**config.mk**
```make
export PLATFORM = sky130hd
export DESIGN_NAME = esu_mc_flat
export DESIGN_NICKNAME = d
export VERILOG_FILES = /design/src/rtl/esu_pkg.sv /design/src/rtl/esu_mc_if.sv /design/src/rtl/esu_divider.sv /design/src/rtl/esu_mc.sv /design/src/flat_wrapper.sv
export SDC_FILE = /design/constraint.sdc
export NUM_CORES = 1
export LEC_CHECK = 0
export BUFFER_PORTS_ARGS = -buffer_cell sky130_fd_sc_hd__buf_4
export CORE_AREA = 2 2 223 225
export DETAILED_ROUTE_END_ITERATION = 12
export DIE_AREA = 0 0 225 227
export MAX_ROUTING_LAYER = met4
export PLACE_DENSITY = 0.65
export SLEW_MARGIN = 20
export SYNTH_ARGS = -nofsm -noshare
export SYNTH_HDL_FRONTEND = slang
export SYNTH_SLANG_ARGS = --single-unit
```
**constraint.sdc**
```tcl
create_clock -name clk -period 9.15 [get_ports clk]
set_input_delay 0.915 -clock clk [delete_from_list [all_inputs] [get_ports clk]]
set_output_delay 0.915 -clock clk [all_outputs]
set_load 0.01 [all_outputs]
```
**src/rtl/esu_pkg.sv**
```systemverilog
// Shared types and helpers for the event-scheduling unit.
//   esu_state_e : controller states (IDLE, DIV, OUT)
//   esu_flags_t : per-result flag bundle {dir, zero_v, sat}
//   rr_pick     : round-robin grant index, searching upward from ptr+1 with wrap
package esu_pkg;

   typedef enum logic [1:0] {
      IDLE = 2'd0,
      DIV  = 2'd1,
      OUT  = 2'd2
   } esu_state_e;

   typedef struct packed {
      logic dir;
      logic zero_v;
      logic sat;
   } esu_flags_t;

   // rr_pick works on a fixed-width request vector; callers zero-extend.
   localparam int unsigned ESU_MAX_CH  = 32;
   localparam int unsigned ESU_MAX_CHW = 5;

   // Returns the first requesting index after ptr (wrapping at nch).
   // With no request set the result is ptr; callers qualify with |req.
   function automatic int unsigned rr_pick(input logic [ESU_MAX_CH-1:0] req,
                                           input int unsigned          ptr,
                                           input int unsigned          nch);
      logic [31:0] idx;
      logic        found;
      rr_pick = ptr;
      found   = 1'b0;
      for (int unsigned k = 1; k <= ESU_MAX_CH; k++) begin
         idx = ptr + k;
         if (idx >= nch) idx = idx - nch;
         if (!found && (k <= nch) && req[idx[ESU_MAX_CHW-1:0]]) begin
            rr_pick = idx;
            found   = 1'b1;
         end
      end
   endfunction

endpackage

```
**src/rtl/esu_mc_if.sv**
```systemverilog
// Request/result bus of the event-scheduling unit.
//   req_valid/req_ready : per-channel request handshake (NCH bits)
//   t_up/t_on/velocity  : per-channel operands, channel i at [i*WIDTH +: WIDTH]
//   out_valid/out_ready : result handshake
//   out_ch/t_off/dir/zero_v/sat : tagged result
// master = requesters/consumer side, slave = esu_mc.
interface esu_mc_if #(
   parameter int WIDTH = 32,
   parameter int NCH   = 4
);
   localparam int CHW = (NCH > 1) ? $clog2(NCH) : 1;

   logic [NCH-1:0]       req_valid;
   logic [NCH-1:0]       req_ready;
   logic [NCH*WIDTH-1:0] t_up;
   logic [NCH*WIDTH-1:0] t_on;
   logic [NCH*WIDTH-1:0] velocity;
   logic                 out_valid;
   logic                 out_ready;
   logic [CHW-1:0]       out_ch;
   logic [WIDTH-1:0]     t_off;
   logic                 dir;
   logic                 zero_v;
   logic                 sat;

   modport master (
      output req_valid, t_up, t_on, velocity, out_ready,
      input  req_ready, out_valid, out_ch, t_off, dir, zero_v, sat
   );

   modport slave (
      input  req_valid, t_up, t_on, velocity, out_ready,
      output req_ready, out_valid, out_ch, t_off, dir, zero_v, sat
   );

endinterface

```
**src/rtl/esu_divider.sv**
```systemverilog
// Unsigned restoring divider, one quotient bit per cycle.
//   clk, N_reset : clock, synchronous active-low reset (aborts a division)
//   start        : begin a = q*b + r; ignored while a division is running
//   a, b         : dividend, divisor (b != 0 expected)
//   q, r         : quotient, remainder; valid while done is high
//   done         : single-cycle pulse WIDTH cycles after start
// The first quotient bit is resolved on the start edge itself so that the
// registered result and done line up exactly WIDTH cycles after start.
module esu_divider #(
   parameter int WIDTH = 32
) (
   input  logic             clk,
   input  logic             N_reset,
   input  logic             start,
   input  logic [WIDTH-1:0] a,
   input  logic [WIDTH-1:0] b,
   output logic [WIDTH-1:0] q,
   output logic [WIDTH-1:0] r,
   output logic             done
);
   localparam int CW = $clog2(WIDTH + 1);

   logic             busy_q, busy_d;
   logic [CW-1:0]    cnt_q, cnt_d;
   logic [WIDTH-1:0] acc_q, acc_d;
   logic [WIDTH-1:0] rem_q, rem_d;
   logic [WIDTH-1:0] dvs_q, dvs_d;
   logic             done_q, done_d;

   logic             load;
   logic [WIDTH-1:0] src_acc, src_rem, src_b;
   logic [WIDTH:0]   rem_sh, diff, acc_next;

   always_comb begin
      load    = start && !busy_q;
      src_acc = load ? a : acc_q;
      src_rem = load ? '0 : rem_q;
      src_b   = load ? b : dvs_q;
      rem_sh  = {src_rem, src_acc[WIDTH-1]};
      diff    = rem_sh - {1'b0, src_b};

      busy_d   = busy_q;
      cnt_d    = cnt_q;
      acc_d    = acc_q;
      rem_d    = rem_q;
      dvs_d    = dvs_q;
      done_d   = 1'b0;
      acc_next = '0;

      if (load || busy_q) begin
         dvs_d = src_b;
         // borrow out of the trial subtraction means rem_sh < divisor
         if (!diff[WIDTH]) begin
            rem_d    = diff[WIDTH-1:0];
            acc_next = {src_acc, 1'b1};
         end else begin
            rem_d    = rem_sh[WIDTH-1:0];
            acc_next = {src_acc, 1'b0};
         end
         acc_d = acc_next[WIDTH-1:0];
         cnt_d = load ? CW'(WIDTH - 1) : cnt_q - CW'(1);
         if (cnt_d == '0) begin
            busy_d = 1'b0;
            done_d = 1'b1;
         end else begin
            busy_d = 1'b1;
         end
      end
   end

   always_ff @(posedge clk) begin
      if (!N_reset) begin
         busy_q <= 1'b0;
         cnt_q  <= '0;
         acc_q  <= '0;
         rem_q  <= '0;
         dvs_q  <= '0;
         done_q <= 1'b0;
      end else begin
         busy_q <= busy_d;
         cnt_q  <= cnt_d;
         acc_q  <= acc_d;
         rem_q  <= rem_d;
         dvs_q  <= dvs_d;
         done_q <= done_d;
      end
   end

   assign q    = acc_q;
   assign r    = rem_q;
   assign done = done_q;

endmodule

```
**src/rtl/esu_mc.sv**
```systemverilog
// Multi-channel event-scheduling unit: t_off = t_up / |velocity| - t_on,
// dir = sign(velocity). NCH channels share one divider, granted round-robin.
//   clk, N_reset : clock, synchronous active-low reset
//   bus          : esu_mc_if slave (requests in, tagged results out)
//   busy         : controller is not in IDLE
//
//   state | meaning
//   ------+-------------------------------------------------------------
//   IDLE  | arbitrate; accept one request, latch operands
//   DIV   | divider running (started the cycle after accept)
//   OUT   | result registered, held until out_ready
module esu_mc
   import esu_pkg::*;
#(
   parameter int WIDTH = 32,
   parameter int NCH   = 4
) (
   input  logic     clk,
   input  logic     N_reset,
   esu_mc_if.slave  bus,
   output logic     busy
);
   localparam int CHW = (NCH > 1) ? $clog2(NCH) : 1;

   localparam logic [1:0] ST_IDLE = 2'(IDLE);
   localparam logic [1:0] ST_DIV  = 2'(DIV);
   localparam logic [1:0] ST_OUT  = 2'(OUT);

   logic [1:0]       state_q, state_d;
   logic [CHW-1:0]   rr_q, rr_d;
   logic [CHW-1:0]   ch_q, ch_d;
   logic [WIDTH-1:0] t_up_q, t_up_d;
   logic [WIDTH-1:0] t_on_q, t_on_d;
   logic [WIDTH-1:0] speed_q, speed_d;
   logic             dir_q, dir_d;
   logic             start_q, start_d;
   logic             out_valid_q, out_valid_d;
   logic [CHW-1:0]   out_ch_q, out_ch_d;
   logic [WIDTH-1:0] t_off_q, t_off_d;
   esu_flags_t       flags_q, flags_d;

   logic [ESU_MAX_CH-1:0] req_ext;
   logic [CHW-1:0]        gnt_ch;
   logic                  hs;
   logic [NCH-1:0]        ready_vec;
   logic [WIDTH-1:0]      t_up_in, t_on_in, vel_in, speed_in;

   logic [WIDTH-1:0] div_q;
   logic [WIDTH-1:0] div_r_unused;
   logic             div_done;

   esu_divider #(.WIDTH(WIDTH)) u_div (
      .clk     (clk),
      .N_reset (N_reset),
      .start   (start_q),
      .a       (t_up_q),
      .b       (speed_q),
      .q       (div_q),
      .r       (div_r_unused),
      .done    (div_done)
   );

   // Arbiter and operand mux for the granted channel.
   always_comb begin
      req_ext            = '0;
      req_ext[NCH-1:0]   = bus.req_valid;
      gnt_ch             = CHW'(rr_pick(req_ext, 32'(rr_q), 32'(NCH)));
      // req_ready is gated by reset so nothing is accepted on a reset edge
      hs                 = N_reset && (state_q == ST_IDLE) && (|bus.req_valid);
      ready_vec          = '0;
      t_up_in            = '0;
      t_on_in            = '0;
      vel_in             = '0;
      for (int i = 0; i < NCH; i++) begin
         if (gnt_ch == CHW'(i)) begin
            ready_vec[i] = hs;
            t_up_in      = bus.t_up[i*WIDTH +: WIDTH];
            t_on_in      = bus.t_on[i*WIDTH +: WIDTH];
            vel_in       = bus.velocity[i*WIDTH +: WIDTH];
         end
      end
      // most negative velocity maps to 2^(WIDTH-1) as an unsigned magnitude
      speed_in = vel_in[WIDTH-1] ? -vel_in : vel_in;
   end

   always_comb begin
      state_d     = state_q;
      rr_d        = rr_q;
      ch_d        = ch_q;
      t_up_d      = t_up_q;
      t_on_d      = t_on_q;
      speed_d     = speed_q;
      dir_d       = dir_q;
      start_d     = 1'b0;
      out_valid_d = out_valid_q;
      out_ch_d    = out_ch_q;
      t_off_d     = t_off_q;
      flags_d     = flags_q;

      case (state_q)
         ST_IDLE: begin
            if (hs) begin
               ch_d    = gnt_ch;
               rr_d    = gnt_ch;
               t_up_d  = t_up_in;
               t_on_d  = t_on_in;
               speed_d = speed_in;
               dir_d   = vel_in[WIDTH-1];
               if (speed_in == '0) begin
                  state_d        = ST_OUT;
                  out_valid_d    = 1'b1;
                  out_ch_d       = gnt_ch;
                  t_off_d        = '1;
                  flags_d.dir    = vel_in[WIDTH-1];
                  flags_d.zero_v = 1'b1;
                  flags_d.sat    = 1'b0;
               end else begin
                  state_d = ST_DIV;
                  start_d = 1'b1;
               end
            end
         end
         ST_DIV: begin
            if (div_done) begin
               state_d        = ST_OUT;
               out_valid_d    = 1'b1;
               out_ch_d       = ch_q;
               flags_d.dir    = dir_q;
               flags_d.zero_v = 1'b0;
               if (div_q < t_on_q) begin
                  t_off_d     = '0;
                  flags_d.sat = 1'b1;
               end else begin
                  t_off_d     = div_q - t_on_q;
                  flags_d.sat = 1'b0;
               end
            end
         end
         ST_OUT: begin
            if (bus.out_ready) begin
               state_d     = ST_IDLE;
               out_valid_d = 1'b0;
            end
         end
         default: begin
            state_d     = ST_IDLE;
            out_valid_d = 1'b0;
         end
      endcase
   end

   always_ff @(posedge clk) begin
      if (!N_reset) begin
         state_q     <= ST_IDLE;
         rr_q        <= CHW'(NCH - 1);
         ch_q        <= '0;
         t_up_q      <= '0;
         t_on_q      <= '0;
         speed_q     <= '0;
         dir_q       <= 1'b0;
         start_q     <= 1'b0;
         out_valid_q <= 1'b0;
         out_ch_q    <= '0;
         t_off_q     <= '0;
         flags_q     <= '0;
      end else begin
         state_q     <= state_d;
         rr_q        <= rr_d;
         ch_q        <= ch_d;
         t_up_q      <= t_up_d;
         t_on_q      <= t_on_d;
         speed_q     <= speed_d;
         dir_q       <= dir_d;
         start_q     <= start_d;
         out_valid_q <= out_valid_d;
         out_ch_q    <= out_ch_d;
         t_off_q     <= t_off_d;
         flags_q     <= flags_d;
      end
   end

   assign bus.req_ready = ready_vec;
   assign bus.out_valid = out_valid_q;
   assign bus.out_ch    = out_ch_q;
   assign bus.t_off     = t_off_q;
   assign bus.dir       = flags_q.dir;
   assign bus.zero_v    = flags_q.zero_v;
   assign bus.sat       = flags_q.sat;
   assign busy          = (state_q != ST_IDLE);

endmodule

```
**src/flat_wrapper.sv**
```systemverilog
// flat-port wrapper written by rule: the top's interface ports become plain ports
module esu_mc_flat import esu_pkg::*;
#(
   parameter int WIDTH = 32,
   parameter int NCH   = 4
)
  (clk, N_reset, busy, bus_req_valid, bus_t_up, bus_t_on, bus_velocity, bus_out_ready, bus_req_ready, bus_out_valid, bus_out_ch, bus_t_off, bus_dir, bus_zero_v, bus_sat);
  esu_mc_if #(.WIDTH(WIDTH), .NCH(NCH)) bus_i ();
  input  logic clk;
  input  logic N_reset;
  output logic busy;
  input wire logic [$bits(bus_i.req_valid)-1:0] bus_req_valid;
  input wire logic [$bits(bus_i.t_up)-1:0] bus_t_up;
  input wire logic [$bits(bus_i.t_on)-1:0] bus_t_on;
  input wire logic [$bits(bus_i.velocity)-1:0] bus_velocity;
  input wire logic [$bits(bus_i.out_ready)-1:0] bus_out_ready;
  output wire logic [$bits(bus_i.req_ready)-1:0] bus_req_ready;
  output wire logic [$bits(bus_i.out_valid)-1:0] bus_out_valid;
  output wire logic [$bits(bus_i.out_ch)-1:0] bus_out_ch;
  output wire logic [$bits(bus_i.t_off)-1:0] bus_t_off;
  output wire logic [$bits(bus_i.dir)-1:0] bus_dir;
  output wire logic [$bits(bus_i.zero_v)-1:0] bus_zero_v;
  output wire logic [$bits(bus_i.sat)-1:0] bus_sat;
  assign bus_i.req_valid = bus_req_valid;
  assign bus_i.t_up = bus_t_up;
  assign bus_i.t_on = bus_t_on;
  assign bus_i.velocity = bus_velocity;
  assign bus_i.out_ready = bus_out_ready;
  assign bus_req_ready = bus_i.req_ready;
  assign bus_out_valid = bus_i.out_valid;
  assign bus_out_ch = bus_i.out_ch;
  assign bus_t_off = bus_i.t_off;
  assign bus_dir = bus_i.dir;
  assign bus_zero_v = bus_i.zero_v;
  assign bus_sat = bus_i.sat;
  esu_mc #(.WIDTH(WIDTH), .NCH(NCH)) u_core (.clk(clk), .N_reset(N_reset), .bus(bus_i), .busy(busy));
endmodule
```
==> results of run 1 <==
## worst max-delay path by stage
stage	startpoint	to	slack (ns)
after floorplan	u_core.rr_q[0]	u_core.bus.t_off[10]	2.51
final	u_core.rr_q[0]	u_core.bus.out_ch[0]	1.41
after global placement	u_core.rr_q[0]	u_core.bus.out_ch[0]	1.74
after global routing	u_core.rr_q[0]	u_core.bus.out_ch[0]	0.91
after detailed placement	u_core.rr_q[0]	u_core.bus.out_ch[0]	1.54
after CTS	u_core.rr_q[0]	u_core.bus.out_ch[0]	1.56
## worst min-delay path, cell delays in order (launching register included)
cell	delay, ns
dfxtp_1	0.32
nand2_1	0.05
nand2_1	0.04
## cell type report
class | count | area [µm²] | area share [%]
flip-flops and latches | 246 | 4930 | 22.0
diodes | 2 | 5.00 | 0.0224
inverters | 60 | 228 | 1.02
repair buffers | 457 | 3450 | 15.4
clock inverters | 14 | 226 | 1.01
well taps | 622 | 778 | 3.48
multi-input cells | 1979 | 12000 | 53.4
clock buffers | 38 | 808 | 3.61
## synthesized netlist by cell type, types with 12 or more instances
cell type  count  area, µm²
nor2_1       201        754
nor3_1        70        350
o211ai_1      73        548
nand4_1       12       75.1
and3_1        21        131
nor2b_1       16        100
mux2i_1      125       1250
o21ai_0       68        340
nand3_1      100        500
clkbuf_1     130        488
or3_1         16        100
nand2_1      560       2100
a31oi_1       44        275
a21oi_1      178        891
a211oi_1      36        270
a21o_1        29        218
and2_1        38        238
dfxtp_1      246       4920
buf_1         17       63.8
buf_2         19       95.1
o311a_1       33        330
nor4_1        21        131
nand2b_1      17        106
xnor2_1       38        333
inv_1         58        218
mux2_2        18        203
xor2_1        43        377
ha_1          72        901
## per-stage QoR
step,hold slack [ns],setup slack [ns],cells
floorplan,0.422,2.51,2456
global placement,0.439,1.74,3364
detailed placement,0.444,1.54,3364
CTS,0.453,1.56,3416
global route,0.469,0.912,3418
finish,0.448,1.41,3418
## registers in the layout, summed over array words and instances, names as in the netlist, 2 cells and up
register and count:
u_core.rr_q 2, u_core.ch_q 2, u_core.bus.t_off 32, u_core.speed_q 32, u_core.u_div.r 32, u_core.t_on_q 32, u_core.state_q 2, u_core.u_div.dvs_q 32
u_core.bus.out_ch 2, u_core.t_up_q 32, u_core.u_div.q 32, u_core.u_div.cnt_q 6
## power groups by stage
stage | registers, mW | clock network [mW] | logic (mW)
after floorplan | 1.41 | 0 | 4.71
after global placement | 1.48 | 0 | 6.30
after detailed placement | 1.48 | 0 | 6.40
after CTS | 1.46 | 1.25 | 6.40
after global routing | 1.49 | 1.30 | 7.07
final | 1.47 | 1.23 | 6.45
## kinds of logic (layout without fill, tap and decap cells)
family | after synthesis | count (layout) | synth area share (%)
flip-flops | 246 | 246 | 27.7
buffers and inverters | 231 | 569 | 5.20
XOR/XNOR | 81 | 81 | 3.99
AND/OR/NAND/NOR | 1104 | 1104 | 27.5
adder cells (fa/ha/maj) | 74 | 74 | 5.29
other | 0 | 2 | 0
multiplexers | 145 | 145 | 8.37
AO/OA/AOI/OAI | 575 | 575 | 21.9
## routing by layer
layer  wire [µm]  share of wire [%]  track usage [%]
met4        2620                3.7             9.66
met2       32600                 47             44.2
met5           0                  0                -
met1       30300                 43             34.2
met3        4380                6.3             3.74
==> out/qor.csv, run 1 <==
metric,value,unit
io_buffers,433,
cpPeakStageDelay,0.96,ns
arrival,8.20,ns
r2r_setup_slack,1.41,ns
postSynthCellCount,2456,
grt_pass1_vias,18103,
ctsResizeCount,0,
ys_types,85,
core-area,48500,µm²
layout_common_cells,"nand2_1, buf_4, dfxtp_1, nor2_1, a21oi_1",
rsz0062_at_grt,no,
grt_pass1_wl,104000,µm
final_common_cell,nand2_1,
syn_area_per_cell,7.24,µm²
ios,434,
final_util,46.1,%
antenna_left,0,
finalPower,9.15,mW
hp-start,u_core.u_div.r[8],
switching_share,52.5,%
share_comb_of_total_power,70.5,%
final.setup.tns,0,ns
vias_per_cell,5.60,
fillers,4862,
cts.clk_slew.worst_paths,0.06,ns
max_slew_margin,33.1,%
die_y,227,µm
cp.required,9.61,ns
critPathBufInv,4,
antenna_found_initial,2,
final_hold_viol_count,0,
start_util,36.6,%
synthToLayoutAreaGrowth,25.9,%
drv_cap,0,
min_period_over_period,84.6,%
p_leak,10.3,nW
overflow,0,
min_path_cells,2,
worst-r2r-cell-count,20,
die_w,225,µm
finalMaxSlewViolations,0,
r2r-start,u_core.rr_q[0],
finalClockSkew,0.0362,ns
cts_sinks,246,
stdcell_area,22400,µm²
yosysWarnings,0,
grt_max_degree,174,
p_int,4.34,mW
powerDensity,409,nW/µm²
numCtsBuffers,28,
cts_setup_buffers,0,
power_switching,4.80,mW
crit_cells,20,
wl_per_cell,20.5,µm
ys_seq_area_share,27.7,%
max_freq,0.129,GHz
cts_root_buffer,clkbuf_16,
synth_edf_count,0,
ys.flop_type,dfxtp_1,
status,"complete, no violations",
drive_gt1_share,20.2,%
vias,19152,
drtIter0Drc,1519,
synth_area,17800,µm²
routed_wl,69900,µm
cpMaxStageDelayCell,dfxtp_1,
h-tree-depth,1,
path_max_fanout,33,
ir_drop,415,µV
holdCritPathClass,register to register,
ys_seq_elements,246,
dieArea,51100,µm²
cts_tree,built,
worst_pin_slew,1.00,ns
drt_drc_violations_left,0,
final-setup-viol-count,0,
min_to,u_core.u_div.r[8],
gp_congestion,0.948,
async_flop_share,0,%
crit_family,compound AO/OA/AOI/OAI gates,
r2r_end,u_core.bus.out_ch[0],
dpl.hpwl,54900,µm
endpoint_kind,register,
synth_nets,2921,
p_seq_share,16.0,%
clockBufferDepth,3,
track_usage,27.0,%
nets,3237,
placed_area,21300,µm²
drtPass1Iterations,6,
period_needed,7.74,ns
critical_path_class,register to register,
crit_chain,clkinv_1 -> ha_1 -> mux4_2 -> a211o_1 -> a41oi_4 -> buf_4 -> mux2_2 -> a21oi_1 -> ha_1 -> inv_1 -> a2111oi_4 -> nand4_4 -> o31ai_1 -> xnor2_1 -> o2111ai_1 -> nor4b_2 -> and3b_1 -> buf_4 -> o221ai_1 -> o211a_1,
start_kind,register,
postCtsHoldBufs,0,
num_rows,81,
p_clk_share,13.5,%
insertion_delay,0.57,ns
No activity file was read; power rests on OpenSTA's default activity.
==> inputs of run 2 (changes only) <==
--- a/config.mk
+++ b/config.mk
@@ -10,7 +10,7 @@
 export DETAILED_ROUTE_END_ITERATION = 12
 export DIE_AREA = 0 0 225 227
 export MAX_ROUTING_LAYER = met4
-export PLACE_DENSITY = 0.65
+export PLACE_DENSITY = 0.67
 export SLEW_MARGIN = 20
 export SYNTH_ARGS = -nofsm -noshare
 export SYNTH_HDL_FRONTEND = slang
==> constraint.sdc (replaced) <==
create_clock -name clk -period 6.2 [get_ports clk]
set_input_delay 0.62 -clock clk [delete_from_list [all_inputs] [get_ports clk]]
set_output_delay 0.62 -clock clk [all_outputs]
set_load 0.01 [all_outputs]
==> out/qor.csv, run 2 (synthesis results as in run 1) <==
metric,value,unit,change
status,"complete, no violations",,
postLayoutSetupSlackWorst,0.407,ns,-1.00 ns
holdCritPathClass,input port to register,,
antenna_found_initial,0,,-2
crit_family,compound AO/OA/AOI/OAI gates,,
cts_sinks,246,,unchanged
cts.clk_slew.worst_paths,0.06,ns,about the same
finalClockSkew,0.0234,ns,-0.0129 ns
grt_pass1_vias,18406,,+1.7%
path_common_cell,buf_4,,
min_path_cells,5,,+3
cts_root_buffer,clkbuf_16,,
r2r-start,u_core.rr_q[1],,
min_period_over_period,93.4,%,+8.8 points
layout_common_cells,"nand2_1, buf_4, dfxtp_1, nor2_1, a21oi_1",,
worst-r2r-cell-count,19,,-5.0%
ff_latch_area,4930,µm²,about the same
path_max_fanout,45,,+36%
instances_no_fill,3434,,+0.47%
gp_congestion,0.980,,+3.5%
powerDensity,609,nW/µm²,+49%
start_util,36.6,%,unchanged
clockBufferDepth,3,,unchanged
antenna_left,0,,unchanged
start_kind,register,,
cpPeakStageDelay,0.48,ns,-0.48 ns
crit_chain,inv_1 -> ha_4 -> mux4_2 -> a211o_1 -> a41oi_4 -> buf_4 -> buf_6 -> mux2i_1 -> mux2_2 -> a211oi_1 -> nand2_1 -> o31ai_1 -> xnor2_1 -> o2111ai_1 -> nor4b_2 -> and3b_1 -> buf_4 -> o21ai_1 -> o211a_1,,
drtPass1Iterations,5,,-1
final.setup.tns,0,ns,unchanged
cp.required,6.64,ns,-2.97 ns
startpoint,u_core.rr_q[1],,
dpl.hpwl,54600,µm,-0.55%
grt_pass1_wl,106000,µm,+1.7%
track_usage,27.2,%,+0.11 points
drive_gt1_share,20.8,%,+0.58 points
h-tree-depth,1,,unchanged
cpMaxStageDelayCell,a211oi_1,,
ir_drop,795,µV,+92%
drt_drc_violations_left,0,,unchanged
overflow,0,,unchanged
final-setup-viol-count,0,,unchanged
period_needed,5.79,ns,-1.95 ns
endpoint_kind,register,,
die_w,225,µm,unchanged
worst_pin_slew,1.02,ns,+0.0206 ns
critPathBufInv,4,,unchanged
numCtsBuffers,28,,unchanged
io_buffers,433,,unchanged
fillers,4898,,+0.74%
nets,3257,,+0.62%
postCtsHoldBufs,0,,unchanged
cts_tree,built,,
core-area,48500,µm²,unchanged
multiInputGateArea,12000,µm²,+0.20%
drtIter0Drc,1389,,-8.6%
grt_max_degree,111,,-36%
vias,19122,,-0.16%
hp-start,bus_t_up[6],,
routed_wl,69300,µm,-0.90%
final_util,46.4,%,+0.28 points
arrival,6.23,ns,-1.97 ns
ios,434,,unchanged
num_rows,81,,unchanged
final_hold_viol_count,0,,unchanged
crit_cells,19,,-5.0%
drv_cap,0,,unchanged
diodes,0,,-2
finalMaxSlewViolations,0,,unchanged
dp_slack,0.241,ns,-1.30 ns
die_y,227,µm,unchanged
final_common_cell,nand2_1,,
max_freq,0.173,GHz,+34%
vias_per_cell,5.57,,-0.62%
critical_path_class,register to register,,
place_inst,3381,,+0.51%
p_leak,10.3,nW,+0.72%
wl_per_cell,20.2,µm,-1.4%
max_slew_margin,31.2,%,-1.9 points
rsz0062_at_grt,no,,
dieArea,51100,µm²,unchanged
insertion_delay,0.56,ns,about the same
synthToLayoutAreaGrowth,26.7,%,
==> run 2: layer usage <==
metal / share of wire, % / global-route usage [%]
met1: 44 / 34.6
met2: 48 / 45.9
met3: 4.9 / 2.44
met4: 3.0 / 7.86
met5: 0 / -
==> run 2: per-stage QoR <==
step | power (mW) | hold slack [ns] | instance area, µm²
6_report | 13.7 | 0.448 | 22500
5_1_grt | 14.8 | 0.455 | 22500
4_1_cts | 13.6 | 0.440 | 22500
3_5_place_dp | 11.9 | 0.442 | 21500
3_3_place_gp | 11.7 | 0.439 | 21500
2_1_floorplan | 9.08 | 0.422 | 17800
==> run 2: layout make-up <==
| class | count | area share (%) |
|---|---|---|
| Tap cell | 622 | 3.46 |
| Clock inverter | 6 | 0.411 |
| Inverter | 60 | 1.01 |
| Timing Repair Buffer | 477 | 16.1 |
| Sequential cell | 246 | 21.9 |
| Clock buffer | 44 | 3.87 |
| Multi-Input combinational cell | 1979 | 53.2 |
==> run 2: worst paths after layout <==
| check | end | slack [ns] |
|---|---|---|
| worst min register to register | u_core.u_div.r[8] | 0.45 |
| worst min-delay path | u_core.t_up_q[6] | 0.45 |
| worst max-delay path | u_core.bus.out_ch[1] | 0.41 |
| worst max register to register | u_core.bus.out_ch[1] | 0.41 |
==> run 2: worst register-to-register path, delay by kind of cell (launching register included) <==
family | cells | cell delay [ns]
multiplexers | 3 | 0.78
flip-flops | 1 | 0.42
AND/OR/NAND/NOR | 3 | 0.84
buffers and inverters | 4 | 1.31
adder cells (fa/ha/maj) | 1 | 0.34
AO/OA/AOI/OAI | 7 | 1.78
XOR/XNOR | 1 | 0.19
==> run 2: where the power goes <==
part | total (mW) | internal, mW | leakage [nW] | switching [mW]
Clock | 1.71 | 1.04 | 0.466 | 0.670
Combinational | 9.86 | 3.57 | 7.85 | 6.29
Sequential | 2.15 | 1.93 | 2.01 | 0.216
Total | 13.7 | 6.54 | 10.3 | 7.18
==> run 2: timing repair <==
action,CTS,global route
endpoints found under the setup margin,0,28
buffers inserted,0,2
resized for setup,0,1
==> inputs of run 3 (changes only) <==
--- a/config.mk
+++ b/config.mk
@@ -11,6 +11,7 @@
 export DIE_AREA = 0 0 225 227
 export MAX_ROUTING_LAYER = met4
 export PLACE_DENSITY = 0.67
+export RECOVER_POWER = 50
 export SLEW_MARGIN = 20
 export SYNTH_ARGS = -nofsm -noshare
 export SYNTH_HDL_FRONTEND = slang
==> out/qor.csv, run 3 (synthesis results as in run 1) <==
metric,value,unit,change
status,"complete, but fails checks",,
failed_checks,"capacitance limit, slew limit",,
drv_cap,4,,+4
place_inst,3381,,unchanged
die_y,227,µm,unchanged
p_seq_share,15.7,%,about the same
drtIter0Drc,1439,,+3.6%
clockBufferDepth,3,,unchanged
final_hold_viol_count,0,,unchanged
dpl.hpwl,54600,µm,unchanged
switching_share,52.3,%,about the same
min_period_over_period,94.0,%,+0.58 points
period_needed,5.83,ns,+0.0357 ns
p_clk_share,12.5,%,about the same
share_comb_of_total_power,71.9,%,about the same
cp.required,6.63,ns,about the same
antenna_found_initial,0,,unchanged
grt_pass1_vias,18406,,unchanged
core-area,48500,µm²,unchanged
p_int,6.54,mW,about the same
p_leak,10.1,nW,-1.8%
final-setup-viol-count,0,,unchanged
track_usage,27.2,%,unchanged
antenna_left,0,,unchanged
start_kind,register,,
postCtsHoldBufs,0,,unchanged
overflow,0,,unchanged
drtPass1Iterations,6,,+1
finalMaxSlewViolations,266,,+266
drive_gt1_share,19.2,%,-1.6 points
arrival,6.26,ns,+0.03 ns
io_buffers,433,,unchanged
cts.clk_slew.worst_paths,0.06,ns,about the same
routed_wl,69300,µm,about the same
cts_root_buffer,clkbuf_16,,
vias_per_cell,5.56,,-0.20%
path_max_fanout,39,,-13%
ios,434,,unchanged
final.setup.tns,0,ns,unchanged
synthToLayoutAreaGrowth,25.7,%,
fillers,4945,,+0.96%
drt_drc_violations_left,0,,unchanged
start_util,36.6,%,unchanged
nets,3257,,unchanged
final_common_cell,nand2_1,,
diodes,0,,unchanged
critical_path_class,register to register,,
insertion_delay,0.56,ns,about the same
gp_congestion,0.980,,unchanged
layout_common_cells,"nand2_1, buf_4, dfxtp_1, nor2_1, a21oi_1",,
grt_max_degree,111,,unchanged
vias,19084,,-0.20%
holdCritPathClass,register to register,,
worst_pin_slew,3.61,ns,+2.59 ns
rsz0062_at_grt,no,,
max_slew_margin,-141,%,-170 points
cts_sinks,246,,unchanged
wl_per_cell,20.2,µm,about the same
ir_drop,792,µV,-0.45%
cts_tree,built,,
dieArea,51100,µm²,unchanged
endpoint_kind,register,,
instances_no_fill,3434,,unchanged
die_w,225,µm,unchanged
power_switching,7.18,mW,about the same
grt_pass1_wl,106000,µm,unchanged
powerDensity,614,nW/µm²,+0.87%
h-tree-depth,1,,unchanged
numCtsBuffers,28,,unchanged
num_rows,81,,unchanged
max_freq,0.172,GHz,-0.61%
finalClockSkew,0.0192,ns,-0.00413 ns
-- run 3: final cells by class --
cell class / count / area (µm²) / share of cell area [%]
multi-input combinational: 1979 / 12000 / 53.6
tap: 622 / 778 / 3.48
clock inverter: 6 / 92.6 / 0.415
inverter: 60 / 228 / 1.02
timing repair buffer: 477 / 3460 / 15.5
clock buffer: 44 / 872 / 3.90
sequential: 246 / 4930 / 22.1
-- run 3: power by group through the flow --
| stage | Clock [mW] | Combinational (mW) | Sequential (mW) |
|---|---|---|---|
| 2_1_floorplan | 0 | 6.99 | 2.09 |
| 3_3_place_gp | 0 | 9.56 | 2.16 |
| 3_5_place_dp | 0 | 9.68 | 2.18 |
| 4_1_cts | 1.74 | 9.71 | 2.14 |
| 5_1_grt | 1.80 | 10.8 | 2.18 |
| 6_report | 1.71 | 9.86 | 2.15 |
-- run 3: timing repair --
| action | 4_1_cts | 5_1_grt |
|---|---|---|
| buffers inserted | 0 | 2 |
| gates resized for setup | 0 | 1 |
| setup endpoints to repair | 0 | 28 |
| endpoints found under the hold margin | 0 | 0 |
-- run 3: worst max-delay path, cell delays in order (launching register included) --
cell       delay [ns]
dfxtp_1          0.42
inv_1            0.18
ha_4             0.34
mux4_2           0.35
a211o_1          0.33
a41oi_4          0.24
buf_4            0.44
mux2i_1          0.23
mux2i_1          0.22
a2111oi_2        0.69
nand2_1          0.25
o31ai_1          0.40
a32oi_1          0.14
nor4b_2          0.48
and3b_1          0.31
buf_4            0.38
o21ai_1          0.12
o211a_1          0.16
-- run 3: worst paths after layout --
check	from	endpoint	slack [ns]	cells after the start
max	u_core.rr_q[1]	u_core.bus.out_ch[1]	0.37	17
min	u_core.u_div.r[8]	u_core.u_div.r[8]	0.45	2
max reg2reg	u_core.rr_q[1]	u_core.bus.out_ch[1]	0.37	17
min reg2reg	u_core.u_div.r[8]	u_core.u_div.r[8]	0.45	2
-- run 3: routing by layer --
layer | global-route usage (%) | up-vias | part of all wire (%)
met4 | 7.86 | 0 | 3.0
met5 | - | - | 0
met1 | 34.6 | 8991 | 44
li1 | - | 9362 | -
met2 | 45.9 | 624 | 48
met3 | 2.44 | 107 | 4.8
-- run 3: metrics by stage --
step	cell area, µm²	setup slack [ns]	power, mW	hold slack (ns)	util [%]
finish	22300	0.371	13.7	0.450	46.0
global route	22300	0.0225	14.8	0.455	46.0
CTS	22500	0.235	13.6	0.440	46.3
detailed placement	21500	0.241	11.9	0.442	44.3
global placement	21500	0.457	11.7	0.439	44.3
floorplan	17800	0.000110	9.08	0.422	-
